## src/rtl/vert_pkg.sv

```systemverilog
// Shared constants and FSM state type for the vertex transform pipeline.
package vert_pkg;

  localparam int unsigned ANGLE_W   = 9;
  localparam int unsigned ANGLE_MAX = 359;
  localparam int unsigned TRIG_FRAC = 10;

  typedef enum logic [1:0] {
    StIdle,
    StFetch,
    StCalc,
    StEmit
  } state_e;

endpackage

```

## src/rtl/vert_transform_if.sv

```systemverilog
// Transformed-vertex stream towards the rasterizer (valid/ready handshake).
interface vert_transform_if #(
  parameter int unsigned IDX_W    = 2,
  parameter int unsigned SCREEN_W = 10
);

  logic                out_valid;
  logic                out_ready;
  logic [IDX_W-1:0]    out_idx;
  logic [SCREEN_W-1:0] out_x;
  logic [SCREEN_W-1:0] out_y;
  logic                out_last;

  modport master (
    output out_valid,
    output out_idx,
    output out_x,
    output out_y,
    output out_last,
    input  out_ready
  );

  modport slave (
    input  out_valid,
    input  out_idx,
    input  out_x,
    input  out_y,
    input  out_last,
    output out_ready
  );

endinterface

```

## src/rtl/angle_ticker.sv

```systemverilog
// Rotation-angle ticker: steps 0..359 once per TICK_PERIOD cycles, deferring
// steps that land while frozen and collapsing them into a single step.
module angle_ticker
  import vert_pkg::*;
#(
  parameter int unsigned TICK_PERIOD = 333334
) (
  input  logic               clk_pix,
  input  logic               rst_n,
  input  logic               freeze,
  output logic [ANGLE_W-1:0] angle
);

  localparam int unsigned CNT_W = $clog2(TICK_PERIOD);

  logic [CNT_W-1:0]   cnt_q, cnt_d;
  logic [ANGLE_W-1:0] angle_q, angle_d;
  logic               pending_q, pending_d;
  logic               wrap;
  logic               step;

  always_comb begin
    wrap      = (cnt_q == CNT_W'(TICK_PERIOD - 1));
    cnt_d     = wrap ? '0 : cnt_q + 1'b1;
    step      = !freeze && (wrap || pending_q);
    // A wrap coinciding with a pending step still yields only one step.
    pending_d = freeze ? (pending_q || wrap) : 1'b0;
    angle_d   = angle_q;
    if (step) begin
      angle_d = (angle_q == ANGLE_W'(ANGLE_MAX)) ? '0 : angle_q + 1'b1;
    end
  end

  always_ff @(posedge clk_pix or negedge rst_n) begin
    if (!rst_n) begin
      cnt_q     <= '0;
      angle_q   <= '0;
      pending_q <= 1'b0;
    end else begin
      cnt_q     <= cnt_d;
      angle_q   <= angle_d;
      pending_q <= pending_d;
    end
  end

  assign angle = angle_q;

endmodule

```

## src/rtl/vert_transform.sv

```systemverilog
// Streams NUM_VERTS vertices from ROM, rotates by a frozen angle, and emits
// screen coordinates. Define VERT_TRANSFORM_CLAMP_EN to saturate instead of wrap.
module vert_transform
  import vert_pkg::*;
#(
  parameter int unsigned NUM_VERTS   = 3,
  parameter int unsigned COORD_W     = 8,
  parameter int unsigned TRIG_W      = 12,
  parameter int unsigned SCREEN_W    = 10,
  parameter int unsigned CENTER_X    = 320,
  parameter int unsigned CENTER_Y    = 240,
  parameter int unsigned TICK_PERIOD = 333334,
  localparam int unsigned IDX_W      = (NUM_VERTS > 1) ? $clog2(NUM_VERTS) : 1
) (
  input  logic                      clk_pix,
  input  logic                      rst_n,
  output logic [ANGLE_W-1:0]        angle,
  input  logic signed [TRIG_W-1:0]  sin,
  input  logic signed [TRIG_W-1:0]  cos,
  output logic [IDX_W-1:0]          vert_addr,
  input  logic signed [COORD_W-1:0] vert_x,
  input  logic signed [COORD_W-1:0] vert_y,
  input  logic                      start,
  output logic                      busy,
  vert_transform_if.master          vout
);

  localparam int unsigned PROD_W = COORD_W + TRIG_W + 1;
  localparam int unsigned SUM_W  = SCREEN_W + 2;

  state_e                    state_q, state_d;
  logic                      busy_q, busy_d;
  logic [IDX_W-1:0]          addr_q, addr_d;
  logic signed [TRIG_W-1:0]  sin_q, sin_d, cos_q, cos_d;
  logic                      valid_q, valid_d, last_q, last_d;
  logic [IDX_W-1:0]          idx_q, idx_d;
  logic [SCREEN_W-1:0]       x_q, x_d, y_q, y_d;
  logic                      start_acc;

  logic signed [PROD_W-1:0]  xc, ys, xs, yc, rx_full, ry_full;
  logic signed [SUM_W-1:0]   sx, sy;
  logic [SCREEN_W-1:0]       px, py;

  angle_ticker #(
    .TICK_PERIOD (TICK_PERIOD)
  ) u_ticker (
    .clk_pix (clk_pix),
    .rst_n   (rst_n),
    .freeze  (busy_q || start_acc),
    .angle   (angle)
  );

`ifdef VERT_TRANSFORM_CLAMP_EN
  function automatic logic [SCREEN_W-1:0] fit(logic signed [SUM_W-1:0] v);
    if (v < 0) return '0;
    if (v > $signed(SUM_W'({SCREEN_W{1'b1}}))) return '1;
    return SCREEN_W'(v);
  endfunction
`else
  function automatic logic [SCREEN_W-1:0] fit(logic signed [SUM_W-1:0] v);
    return SCREEN_W'(v);
  endfunction
`endif

  always_comb begin
    xc      = $signed(PROD_W'(vert_x)) * $signed(PROD_W'(cos_q));
    ys      = $signed(PROD_W'(vert_y)) * $signed(PROD_W'(sin_q));
    xs      = $signed(PROD_W'(vert_x)) * $signed(PROD_W'(sin_q));
    yc      = $signed(PROD_W'(vert_y)) * $signed(PROD_W'(cos_q));
    rx_full = xc - ys;
    ry_full = xs + yc;
    sx      = $signed(SUM_W'(rx_full >>> TRIG_FRAC)) + $signed(SUM_W'(CENTER_X));
    sy      = $signed(SUM_W'(ry_full >>> TRIG_FRAC)) + $signed(SUM_W'(CENTER_Y));
    px      = fit(sx);
    py      = fit(sy);
  end

  assign start_acc = (state_q == StIdle) && start;

  always_comb begin
    state_d = state_q;
    busy_d  = busy_q;
    addr_d  = addr_q;
    sin_d   = sin_q;
    cos_d   = cos_q;
    valid_d = valid_q;
    last_d  = last_q;
    idx_d   = idx_q;
    x_d     = x_q;
    y_d     = y_q;
    unique case (state_q)
      StIdle: begin
        if (start) begin
          busy_d  = 1'b1;
          addr_d  = '0;
          state_d = StFetch;
        end
      end
      StFetch: begin
        // Trig is latched once per batch so every vertex shares one angle.
        if (addr_q == '0) begin
          sin_d = sin;
          cos_d = cos;
        end
        state_d = StCalc;
      end
      StCalc: begin
        x_d     = px;
        y_d     = py;
        idx_d   = addr_q;
        last_d  = (addr_q == IDX_W'(NUM_VERTS - 1));
        valid_d = 1'b1;
        state_d = StEmit;
      end
      StEmit: begin
        if (vout.out_ready) begin
          valid_d = 1'b0;
          if (last_q) begin
            busy_d  = 1'b0;
            state_d = StIdle;
          end else begin
            addr_d  = addr_q + 1'b1;
            state_d = StFetch;
          end
        end
      end
    endcase
  end

  always_ff @(posedge clk_pix or negedge rst_n) begin
    if (!rst_n) begin
      state_q <= StIdle;
      busy_q  <= 1'b0;
      addr_q  <= '0;
      sin_q   <= '0;
      cos_q   <= '0;
      valid_q <= 1'b0;
      last_q  <= 1'b0;
      idx_q   <= '0;
      x_q     <= '0;
      y_q     <= '0;
    end else begin
      state_q <= state_d;
      busy_q  <= busy_d;
      addr_q  <= addr_d;
      sin_q   <= sin_d;
      cos_q   <= cos_d;
      valid_q <= valid_d;
      last_q  <= last_d;
      idx_q   <= idx_d;
      x_q     <= x_d;
      y_q     <= y_d;
    end
  end

  assign busy          = busy_q;
  assign vert_addr     = addr_q;
  assign vout.out_valid = valid_q;
  assign vout.out_idx   = idx_q;
  assign vout.out_x     = x_q;
  assign vout.out_y     = y_q;
  assign vout.out_last  = last_q;

endmodule

```

## src/flat_wrapper.sv

```systemverilog
// flat-port wrapper written by rule: the top's interface ports become plain ports
module vert_transform_flat import vert_pkg::*;
#(
  parameter int unsigned NUM_VERTS   = 3,
  parameter int unsigned COORD_W     = 8,
  parameter int unsigned TRIG_W      = 12,
  parameter int unsigned SCREEN_W    = 10,
  parameter int unsigned CENTER_X    = 320,
  parameter int unsigned CENTER_Y    = 240,
  parameter int unsigned TICK_PERIOD = 333334,
  localparam int unsigned IDX_W      = (NUM_VERTS > 1) ? $clog2(NUM_VERTS) : 1
)
  (clk_pix, rst_n, angle, sin, cos, vert_addr, vert_x, vert_y, start, busy, vout_out_valid, vout_out_idx, vout_out_x, vout_out_y, vout_out_last, vout_out_ready);
  vert_transform_if #(.SCREEN_W(SCREEN_W)) vout_i ();
  input  logic clk_pix;
  input  logic rst_n;
  output logic [ANGLE_W-1:0] angle;
  input  logic signed [TRIG_W-1:0] sin;
  input  logic signed [TRIG_W-1:0] cos;
  output logic [IDX_W-1:0] vert_addr;
  input  logic signed [COORD_W-1:0] vert_x;
  input  logic signed [COORD_W-1:0] vert_y;
  input  logic start;
  output logic busy;
  output wire logic [$bits(vout_i.out_valid)-1:0] vout_out_valid;
  output wire logic [$bits(vout_i.out_idx)-1:0] vout_out_idx;
  output wire logic [$bits(vout_i.out_x)-1:0] vout_out_x;
  output wire logic [$bits(vout_i.out_y)-1:0] vout_out_y;
  output wire logic [$bits(vout_i.out_last)-1:0] vout_out_last;
  input wire logic [$bits(vout_i.out_ready)-1:0] vout_out_ready;
  assign vout_out_valid = vout_i.out_valid;
  assign vout_out_idx = vout_i.out_idx;
  assign vout_out_x = vout_i.out_x;
  assign vout_out_y = vout_i.out_y;
  assign vout_out_last = vout_i.out_last;
  assign vout_i.out_ready = vout_out_ready;
  vert_transform #(.NUM_VERTS(NUM_VERTS), .COORD_W(COORD_W), .TRIG_W(TRIG_W), .SCREEN_W(SCREEN_W), .CENTER_X(CENTER_X), .CENTER_Y(CENTER_Y), .TICK_PERIOD(TICK_PERIOD)) u_core (.clk_pix(clk_pix), .rst_n(rst_n), .angle(angle), .sin(sin), .cos(cos), .vert_addr(vert_addr), .vert_x(vert_x), .vert_y(vert_y), .start(start), .busy(busy), .vout(vout_i));
endmodule
```

## config.mk

```make
export PLATFORM = sky130hd
export DESIGN_NAME = vert_transform_flat
export DESIGN_NICKNAME = d
export VERILOG_FILES = /design/src/rtl/vert_pkg.sv /design/src/rtl/vert_transform_if.sv /design/src/rtl/angle_ticker.sv /design/src/rtl/vert_transform.sv /design/src/flat_wrapper.sv
export SDC_FILE = /design/constraint.sdc
export NUM_CORES = 1
export LEC_CHECK = 0
export BUFFER_PORTS_ARGS = -buffer_cell sky130_fd_sc_hd__buf_4
export CORE_MARGIN = 3
export CORE_UTILIZATION = 65
export CTS_CLUSTER_DIAMETER = 120
export DETAILED_ROUTE_END_ITERATION = 8
export PLACE_DENSITY = 0.84
export SETUP_SLACK_MARGIN = 0.02
export SLEW_MARGIN = 0
export SYNTH_ARGS = -nofsm -noshare
export SYNTH_HDL_FRONTEND = slang
export SYNTH_HIERARCHICAL = 1
export SYNTH_SLANG_ARGS = --single-unit
```

## constraint.sdc

```tcl
create_clock -name clk_pix -period 10.2 [get_ports clk_pix]
set_clock_uncertainty 0.2 [all_clocks]
set_input_delay 1.02 -clock clk_pix [delete_from_list [all_inputs] [get_ports clk_pix]]
set_output_delay 1.02 -clock clk_pix [all_outputs]
set_load 0.02 [all_outputs]
```

==> results of run 1 <==
state kept, by name, summed over array words and instances (netlist names):
register,flops
u_core/sin_q,12
u_core/vout.out_idx,2
u_core/vout.out_last,1
u_core/u_ticker/cnt_q,19
u_core/vert_addr,2
u_core/u_ticker/pending_q,1
u_core/u_ticker/angle,9
u_core/vout.out_x,10
u_core/vout.out_y,10
u_core/busy,1
u_core/cos_q,12
u_core/vout.out_valid,1
u_core/state_q,2
per-layer routing:
metal  track usage [%]  share of wire, %  wire length [um]  vias to the layer above
li1                  -                 -                 -                     5438
met5                 0                 0                 0                        -
met1              36.9                39             15100                     6315
met4              10.4               3.7              1430                        0
met3              3.81               5.8              2250                      124
met2              49.6                52             20000                      465
through the flow:
stage               cells  utilization (%)  area [um2]
finish               2184             70.9       18600
global route         2184             70.9       18600
CTS                  2184             70.9       18600
detailed placement   2168             69.7       18300
global placement     2168             69.7       18300
floorplan            1819                -       17600
placed cells by master (no fill, tap or decap), drive strengths merged, types with 4 or more instances in the layout:
master / instances
buf: 82
xor2: 23
mux2: 40
and2: 186
o311ai: 4
o21a: 5
dfrtp: 82
clkbuf: 10
nand2b: 21
xnor2: 51
o31ai: 6
inv: 430
ha: 134
nand4: 6
nor3: 11
a21oi: 19
nand2: 181
nand3: 18
nor2: 64
a21o: 9
fa: 374
o21ai: 27
nor2b: 7
a31oi: 8
cells by family (layout without fill, tap and decap cells):
logic type      after synthesis  count (layout)  share of synthesized area, %
simple gates                515             515                          15.0
fa+ha+maj                   508             508                          52.2
buf+inv                     497             527                          10.7
compound gates              102             102                          4.04
flops                        82              82                          11.7
xor+xnor                     74              74                          3.69
mux                          41              41                          2.67
layout make-up:
class | instances | share of cell area (%)
timing repair buffer | 82 | 3.30
inverter | 429 | 8.64
clock buffer | 10 | 1.28
clock inverter | 6 | 0.389
sequential | 82 | 11.0
multi-input combinational | 1240 | 73.1
tap | 335 | 2.25
worst paths after layout:
kind | from | slack (ns) | end | cells past startpoint
worst max-delay path | vert_x[7] | 2.75 | u_core/vout.out_x[8]$_DFFE_PN0P_ | 24
worst min-delay path | u_core/vout.out_y[5]$_DFFE_PN0P_ | 0.29 | u_core/vout.out_y[5]$_DFFE_PN0P_ | 2
worst max register to register | u_core/cos_q[11]$_DFFE_PN0P_ | 3.03 | u_core/vout.out_y[8]$_DFFE_PN0P_ | 21
worst min register to register | u_core/vout.out_y[5]$_DFFE_PN0P_ | 0.29 | u_core/vout.out_y[5]$_DFFE_PN0P_ | 2
max in group asynchronous | rst_n | 8.36 | u_core/sin_q[10]$_DFFE_PN0P_ | 2
min in group asynchronous | rst_n | 0.39 | u_core/sin_q[1]$_DFFE_PN0P_ | 1
worst max-delay path: cells and delay by family:
| family | cells | cell delay (ns) |
|---|---|---|
| compound gates | 5 | 1.37 |
| xor+xnor | 3 | 0.36 |
| fa+ha+maj | 8 | 3.44 |
| buf+inv | 6 | 0.89 |
| mux | 1 | 0.26 |
| simple gates | 1 | 0.13 |
==> impl_metrics.ini, run 1 <==
[worst_setup_path]
crit_chain = buf_4 -> inv_1 -> nor2_1 -> fa_1 -> inv_1 -> fa_1 -> fa_1 -> inv_1 -> fa_1 -> fa_1 -> inv_1 -> fa_1 -> inv_1 -> ha_1 -> a21o_1 -> a221o_1 -> a41o_1 -> a21o_1 -> a21oi_1 -> xnor2_1 -> ha_1 -> xnor2_1 -> xnor2_1 -> mux2_2
critPathMostFrequentCell = fa_1
cp-start-kind = primary input
critPathMaxFanout = 15
cp.required_ns = 10.25
cp_slowest_cell = fa_1
cp.arrival_ns = 7.50
endpoint_kind = flip-flop
slowest_delay_ns = 0.53
crit_type = in2reg

[place]
pre_cts_slack_ns = 2.46
hpwl_um = 28900
gp_congestion = 0.856
port_buffers = 79

[clock_tree]
cts_setup_buffers = 0
h-tree-depth = 3
tritoncts = built
cts_root_buffer = clkbuf_16
clkTransAtPathRegs_ns = 0.07
clock_sinks = 82
clk_latency_ns = 0.36
cts_buffers = 9
cts_hold_buf = 0
clock_path_buffers = 2
cts-resized-gates = 0

[detailed_routing]
wirelength_um = 38700
post-route-drc-count = 0
dr.pass1.iters = 7
vias_per_cell = 5.65
drtAntennaViolNets = 0
dr_total_vias = 12300
avgRoutedWirePerCell_um = 17.7
drt_iter0_markers = 778

[yosys]
synth_cell_types = 65
syn_area_per_cell_um2 = 9.65
syn_inst = 1819
synth_area_um2 = 17600
yosysSeqAreaShare_pct = 11.7
syn_nets = 2371
yosysMostFrequentCell = inv_1
synth_seq_cells = 82
synth.area.top_cells = fa_1 (43%), dfrtp_1 (12%), ha_1 (9.6%)
yosys-top-cells-count = inv_1 (428), fa_1 (374), and2_1 (186)
yosysTopAreaCell = fa_1
yosysTopAreaCellShare_pct = 42.7
yosysWarnings = 6
synthArstFlopShare_pct = 100
synth_edf_count = 0
synth_flop_cell = dfrtp_1

[run_status]
status = completed

[finish]
area_growth_pct = 6.17
n_fill_cell = 1919
drive_above_1_share_pct = 8.22
finalNetCount = 2396
diodes = 0
seq_area_um2 = 2050
multiInputGateArea_um2 = 13600

[timing]
rsz0062_at_grt = no
hold-worst-slack_ns = 0.294
finalCritPeriodShare_pct = 73.1
tightest_slew_ns = 0.861
finalSetupTns_ns = 0
hold_viol = 0
slew_headroom_pct = 42.4
period_minus_slack_ns = 7.45
setup_ws_ns = 2.75
finalSetupViolCount = 0
max_freq_ghz = 0.134
report.final.slew_viol_count = 0

[floorplanning]
core_area_um2 = 26300
initial_utilization_pct = 66.8
die_w_um = 170
ios = 80
die_area_um2 = 29000
die_height_um = 170
core.rowCount = 59

[grt]
grt_pass1_wl_um = 65900
grtUsageTotal_pct = 28.5
antenna_found_initial = 0
overflow = 0
grt_max_degree = 55
grt_pass1_vias = 13700

[job]
max-cap-violations = 0

[hold_path]
hold_path_class = reg2reg
Power of run 1 is left out: the tool's default activity adds up to more than one toggle a clock period on the data nets, which glitch-free logic cannot reach.
==> run 2, diff against run 1 <==
clock period = 7.28 ns   (was 10.2 ns; I/O delays follow)
==> run 2 against run 1 <==
Compared with the run above: first-iteration DRC count grew 13%; die area is the same; routed wire length grew 1.1%; utilization grew 0.65 points; critical path depth shrank 3; final cell count grew 1.1%; critical path type is now reg2reg; highest routed layer unchanged.
==> impl_metrics.ini, run 2 (synthesis results as in run 1) <==
[run_status]
status = completed

[place]
place_inst = 2190
hpwl_um = 30300
pre_cts_slack_ns = 0.118
port_buffers = 79
gp_congestion = 0.868

[timing]
rsz0062_at_grt = no
period_minus_slack_ns = 6.95
finalSetupTns_ns = 0
setup_ws_ns = 0.327
slew_headroom_pct = 35.9
max_freq_ghz = 0.144
hold_viol = 0
report.final.slew_viol_count = 0
finalCritPeriodShare_pct = 95.5
finalSetupViolCount = 0
hold-worst-slack_ns = 0.292
tightest_slew_ns = 0.961

[worst_setup_path]
endpoint_kind = flip-flop
slowest_delay_ns = 0.75
cp.arrival_ns = 6.99
critPathMaxFanout = 17
cp.required_ns = 7.32
crit_type = reg2reg
critical_path_buf_inv_count = 4
cp_slowest_cell = dfrtp_1
path_delay_family = adder cells
cp-start-kind = flip-flop
crit_chain = and2_1 -> inv_1 -> fa_1 -> inv_1 -> fa_1 -> fa_1 -> fa_1 -> fa_1 -> inv_1 -> fa_1 -> inv_1 -> ha_1 -> a21o_1 -> a31oi_1 -> o211ai_1 -> a31oi_1 -> xnor2_1 -> ha_1 -> and3b_1 -> xnor2_1 -> mux2_2
critPathMostFrequentCell = fa_1

[finish]
layout_commonest_cell = inv_1
area_growth_pct = 7.15
largest_registers = u_core/u_ticker/cnt_q (19), u_core/cos_q (12), u_core/sin_q (12)
finalNetCount = 2419
diodes = 0
largest_reg_flops = 19
final_cells = 2207
largest-register = u_core/u_ticker/cnt_q
drive_above_1_share_pct = 9.35
layout_common_cells = inv_1 (428), fa_1 (374), and2_1 (186)

[clock_tree]
tritoncts = built
clock_path_buffers = 2
cts_setup_buffers = 0
cts_root_buffer = clkbuf_16
clkTransAtPathRegs_ns = 0.07
clock_sinks = 82
cts_buffers = 9
h-tree-depth = 3
clk_latency_ns = 0.35

[grt]
grtUsageTotal_pct = 28.9
grt_max_degree = 72
grt_pass1_wl_um = 66900
grt_pass1_vias = 14000
antenna_found_initial = 0
overflow = 0

[floorplanning]
ios = 80
die_area_um2 = 29000
die_w_um = 170
initial_utilization_pct = 66.8
die_height_um = 170
core_area_um2 = 26300
core.rowCount = 59

[detailed_routing]
drt_iter0_markers = 876
dr.pass1.iters = 5
vias_per_cell = 5.65
avgRoutedWirePerCell_um = 17.8
dr_total_vias = 12500
post-route-drc-count = 0
drtAntennaViolNets = 0
wirelength_um = 39200

[job]
max-cap-violations = 0

[hold_path]
hold_path_class = reg2reg
## run 2: tightest hold or removal path, delay by kind of cell (launching register included)
kind	cells	cell delay (ns)
DFF	1	0.35
and+or+nand+nor	1	0.05
AOI/OAI and AO/OA	1	0.05
## run 2: path summary, 6_finish.rpt
kind | start | to | slack [ns] | cells after the start
hold reg to reg | u_core/vout.out_y[0]$_DFFE_PN0P_ | u_core/vout.out_y[0]$_DFFE_PN0P_ | 0.29 | 2
hold / removal | u_core/vout.out_y[0]$_DFFE_PN0P_ | u_core/vout.out_y[0]$_DFFE_PN0P_ | 0.29 | 2
setup reg to reg | u_core/cos_q[11]$_DFFE_PN0P_ | u_core/vout.out_y[8]$_DFFE_PN0P_ | 0.33 | 21
max in group asynchronous | rst_n | u_core/sin_q[10]$_DFFE_PN0P_ | 5.16 | 3
min in group asynchronous | rst_n | u_core/sin_q[1]$_DFFE_PN0P_ | 0.54 | 2
setup / recovery | u_core/cos_q[11]$_DFFE_PN0P_ | u_core/vout.out_y[8]$_DFFE_PN0P_ | 0.33 | 21
## run 2: timing repair
| item | 4_1_cts | 5_1_grt |
|---|---|---|
| hold buffers | 1 | 0 |
| gates resized for setup | 0 | 1 |
| endpoints found under the setup margin | 0 | 1 |
| hold endpoints to repair | 11 | 0 |
## run 2: per-stage QoR
stage,utilization (%),cell area [um2]
6_report,71.6,18800
4_1_cts,71.6,18800
2_1_floorplan,-,17600
3_5_place_dp,70.3,18500
5_1_grt,71.6,18800
3_3_place_gp,70.3,18500
## run 2: routing by layer
layer | up-vias | GRT usage (%) | wire length [um]
met1 | 6390 | 37.5 | 15000
met3 | 104 | 3.81 | 2450
met4 | 0 | 11.1 | 1410
met5 | - | 0 | 0
li1 | 5476 | - | -
met2 | 499 | 50.0 | 20300
## run 2: final cells by class
class / count / area, um2
multi-input cells: 1240 / 13600
fillers: 1885 / 7470
flip-flops and latches: 82 / 2050
inverters: 429 / 1610
repair buffers: 105 / 791
well taps: 335 / 419
clock buffers: 9 / 225
clock inverters: 7 / 81.3
Power of run 2 is left out for the same reason.
==> run 3, diff against run 2 <==
PLACE_DENSITY = unset   (was 0.84)
PLACE_DENSITY_LB_ADDON = 0.08   (was unset)
REMOVE_ABC_BUFFERS = 1   (was unset)
==> run 3 against run 2 <==
Compared with the run above: cell area increased by 0.35%; routed wire length increased by 1.0%; setup slack improved by 0.15 ns; critical endpoint is now u_core/vout.out_x[8]$_DFFE_PN0P_; maximum frequency up 2.3%; die area did not move; count of clock-buffer cells in the layout did not move; final cell count rose by 0.41%; critical path depth shrank 1; sequential share of layout area about the same; first-iteration DRC count down 34%; via count fell by 2.2%.
==> impl_metrics.ini, run 3 (synthesis results as in run 1) <==
[run_status]
status = completed

[finish]
largest_registers = u_core/u_ticker/cnt_q (19), u_core/cos_q (12), u_core/sin_q (12)
finalNetCount = 2427
drive_above_1_share_pct = 10.0
area_growth_pct = 7.52
largest_reg_flops = 19
layout_commonest_cell = inv_1
n_fill_cell = 2020
largest-register = u_core/u_ticker/cnt_q
layout_common_cells = inv_1 (428), fa_1 (374), and2_1 (186)

[grt]
antenna_found_initial = 1
grt_pass1_vias = 13500
grt_pass1_wl_um = 66800
grt_max_degree = 68
grtUsageTotal_pct = 29.4
overflow = 0

[detailed_routing]
post-route-drc-count = 0
drtAntennaViolNets = 0
avgRoutedWirePerCell_um = 17.9
vias_per_cell = 5.50
dr.pass1.iters = 4
drt_iter0_markers = 578
wirelength_um = 39600
dr_total_vias = 12200

[clock_tree]
clkTransAtPathRegs_ns = 0.08
clock_sinks = 82
cts_hold_buf = 0
cts_root_buffer = clkbuf_16
h-tree-depth = 3
cts_setup_buffers = 0
clock_path_buffers = 2
tritoncts = built
cts_buffers = 9
cts-resized-gates = 0
clk_latency_ns = 0.36

[timing]
period_minus_slack_ns = 6.80
rsz0062_at_grt = no
max_freq_ghz = 0.147
tightest_slew_ns = 0.897
report.final.slew_viol_count = 0
finalSetupTns_ns = 0
finalCritPeriodShare_pct = 93.4
hold_viol = 0
finalSetupViolCount = 0
slew_headroom_pct = 40.2

[worst_setup_path]
r2r_slack_ns = 0.48
critPathMaxFanout = 17
crit_chain = nand2_1 -> fa_1 -> fa_1 -> fa_1 -> fa_1 -> fa_1 -> inv_1 -> fa_1 -> inv_1 -> ha_1 -> a21o_1 -> a221o_1 -> a41o_1 -> a21o_1 -> a21oi_1 -> xnor2_1 -> ha_1 -> xnor2_1 -> xnor2_1 -> mux2_2
slowest_delay_ns = 0.82
r2r_end = u_core/vout.out_x[8]$_DFFE_PN0P_
timing.rr.start = u_core/sin_q[2]$_DFFE_PN0P_
cp_slowest_cell = dfrtp_1
critPathMostFrequentCell = fa_1
cp.arrival_ns = 6.85
reg2regPathDepth = 20
critical_path_buf_inv_count = 2
crit_type = reg2reg
cp.required_ns = 7.34
endpoint_kind = flip-flop
path_delay_family = adder cells
cp-start-kind = flip-flop

[hold_path]
hold_path_class = in2async

[place]
port_buffers = 79
hpwl_um = 31800
gp_congestion = 0.843

[floorplanning]
initial_utilization_pct = 66.8
ios = 80
core.rowCount = 59
die_w_um = 170
die_area_um2 = 29000
die_height_um = 170
core_area_um2 = 26300

[job]
max-cap-violations = 0
run 3: metal layers:
| layer | GRT usage (%) | wire (um) | vias up |
|---|---|---|---|
| li1 | - | - | 5492 |
| met1 | 38.4 | 15900 | 6274 |
| met2 | 51.1 | 20300 | 340 |
| met3 | 3.83 | 1900 | 83 |
| met4 | 10.4 | 1420 | 0 |
| met5 | 0 | 0 | - |
run 3: cell type report:
type / count / area, um2 / area share [%]
multi-input cells: 1240 / 13600 / 72.2
flip-flops and latches: 82 / 2060 / 10.9
inverters: 429 / 1610 / 8.53
repair buffers: 113 / 848 / 4.50
well taps: 335 / 419 / 2.22
clock buffers: 9 / 225 / 1.19
clock inverters: 7 / 81.3 / 0.431
diodes: 1 / 2.50 / 0.0133
run 3: worst max path at each step:
stage	start	endpoint	slack [ns]	cells after the start
after CTS	u_core/sin_q[4]$_DFFE_PN0P_	u_core/vout.out_x[8]$_DFFE_PN0P_	0.31	20
after global placement	vert_x[3]	u_core/vout.out_x[8]$_DFFE_PN0P_	0.28	22
after detailed placement	vert_x[3]	u_core/vout.out_x[8]$_DFFE_PN0P_	0.11	22
final	u_core/sin_q[2]$_DFFE_PN0P_	u_core/vout.out_x[8]$_DFFE_PN0P_	0.48	20
after global routing	u_core/sin_q[11]$_DFFE_PN0P_	u_core/vout.out_x[8]$_DFFE_PN0P_	0.13	22
after floorplan	vert_x[7]	u_core/vout.out_x[8]$_DFFE_PN0P_	0.60	23
run 3: through the flow:
| stage | util, % | hold WS [ns] | cells | area [um2] | setup slack [ns] |
|---|---|---|---|---|---|
| after CTS | 71.8 | 0.0512 | 2215 | 18900 | 0.312 |
| after floorplan | - | 0.232 | 1751 | 17300 | 0.603 |
| after global placement | 70.6 | 0.273 | 2199 | 18600 | 0.279 |
| after detailed placement | 70.6 | 0.278 | 2199 | 18600 | 0.109 |
| final | 71.8 | 0.0496 | 2216 | 18900 | 0.481 |
| after global routing | 71.8 | 0.0572 | 2215 | 18900 | 0.133 |
run 3: worst register-to-register path: stages (launching register included):
cell and delay [ns]:
dfrtp_1 0.82, nand2_1 0.18, fa_1 0.45, fa_1 0.48
fa_1 0.47, fa_1 0.49, fa_1 0.51, inv_1 0.05
fa_1 0.47, inv_1 0.04, ha_1 0.29, a21o_1 0.19
a221o_1 0.46, a41o_1 0.34, a21o_1 0.23, a21oi_1 0.19
xnor2_1 0.09, ha_1 0.21, xnor2_1 0.14, xnor2_1 0.14
mux2_2 0.26
Power of run 3 is left out for the same reason.
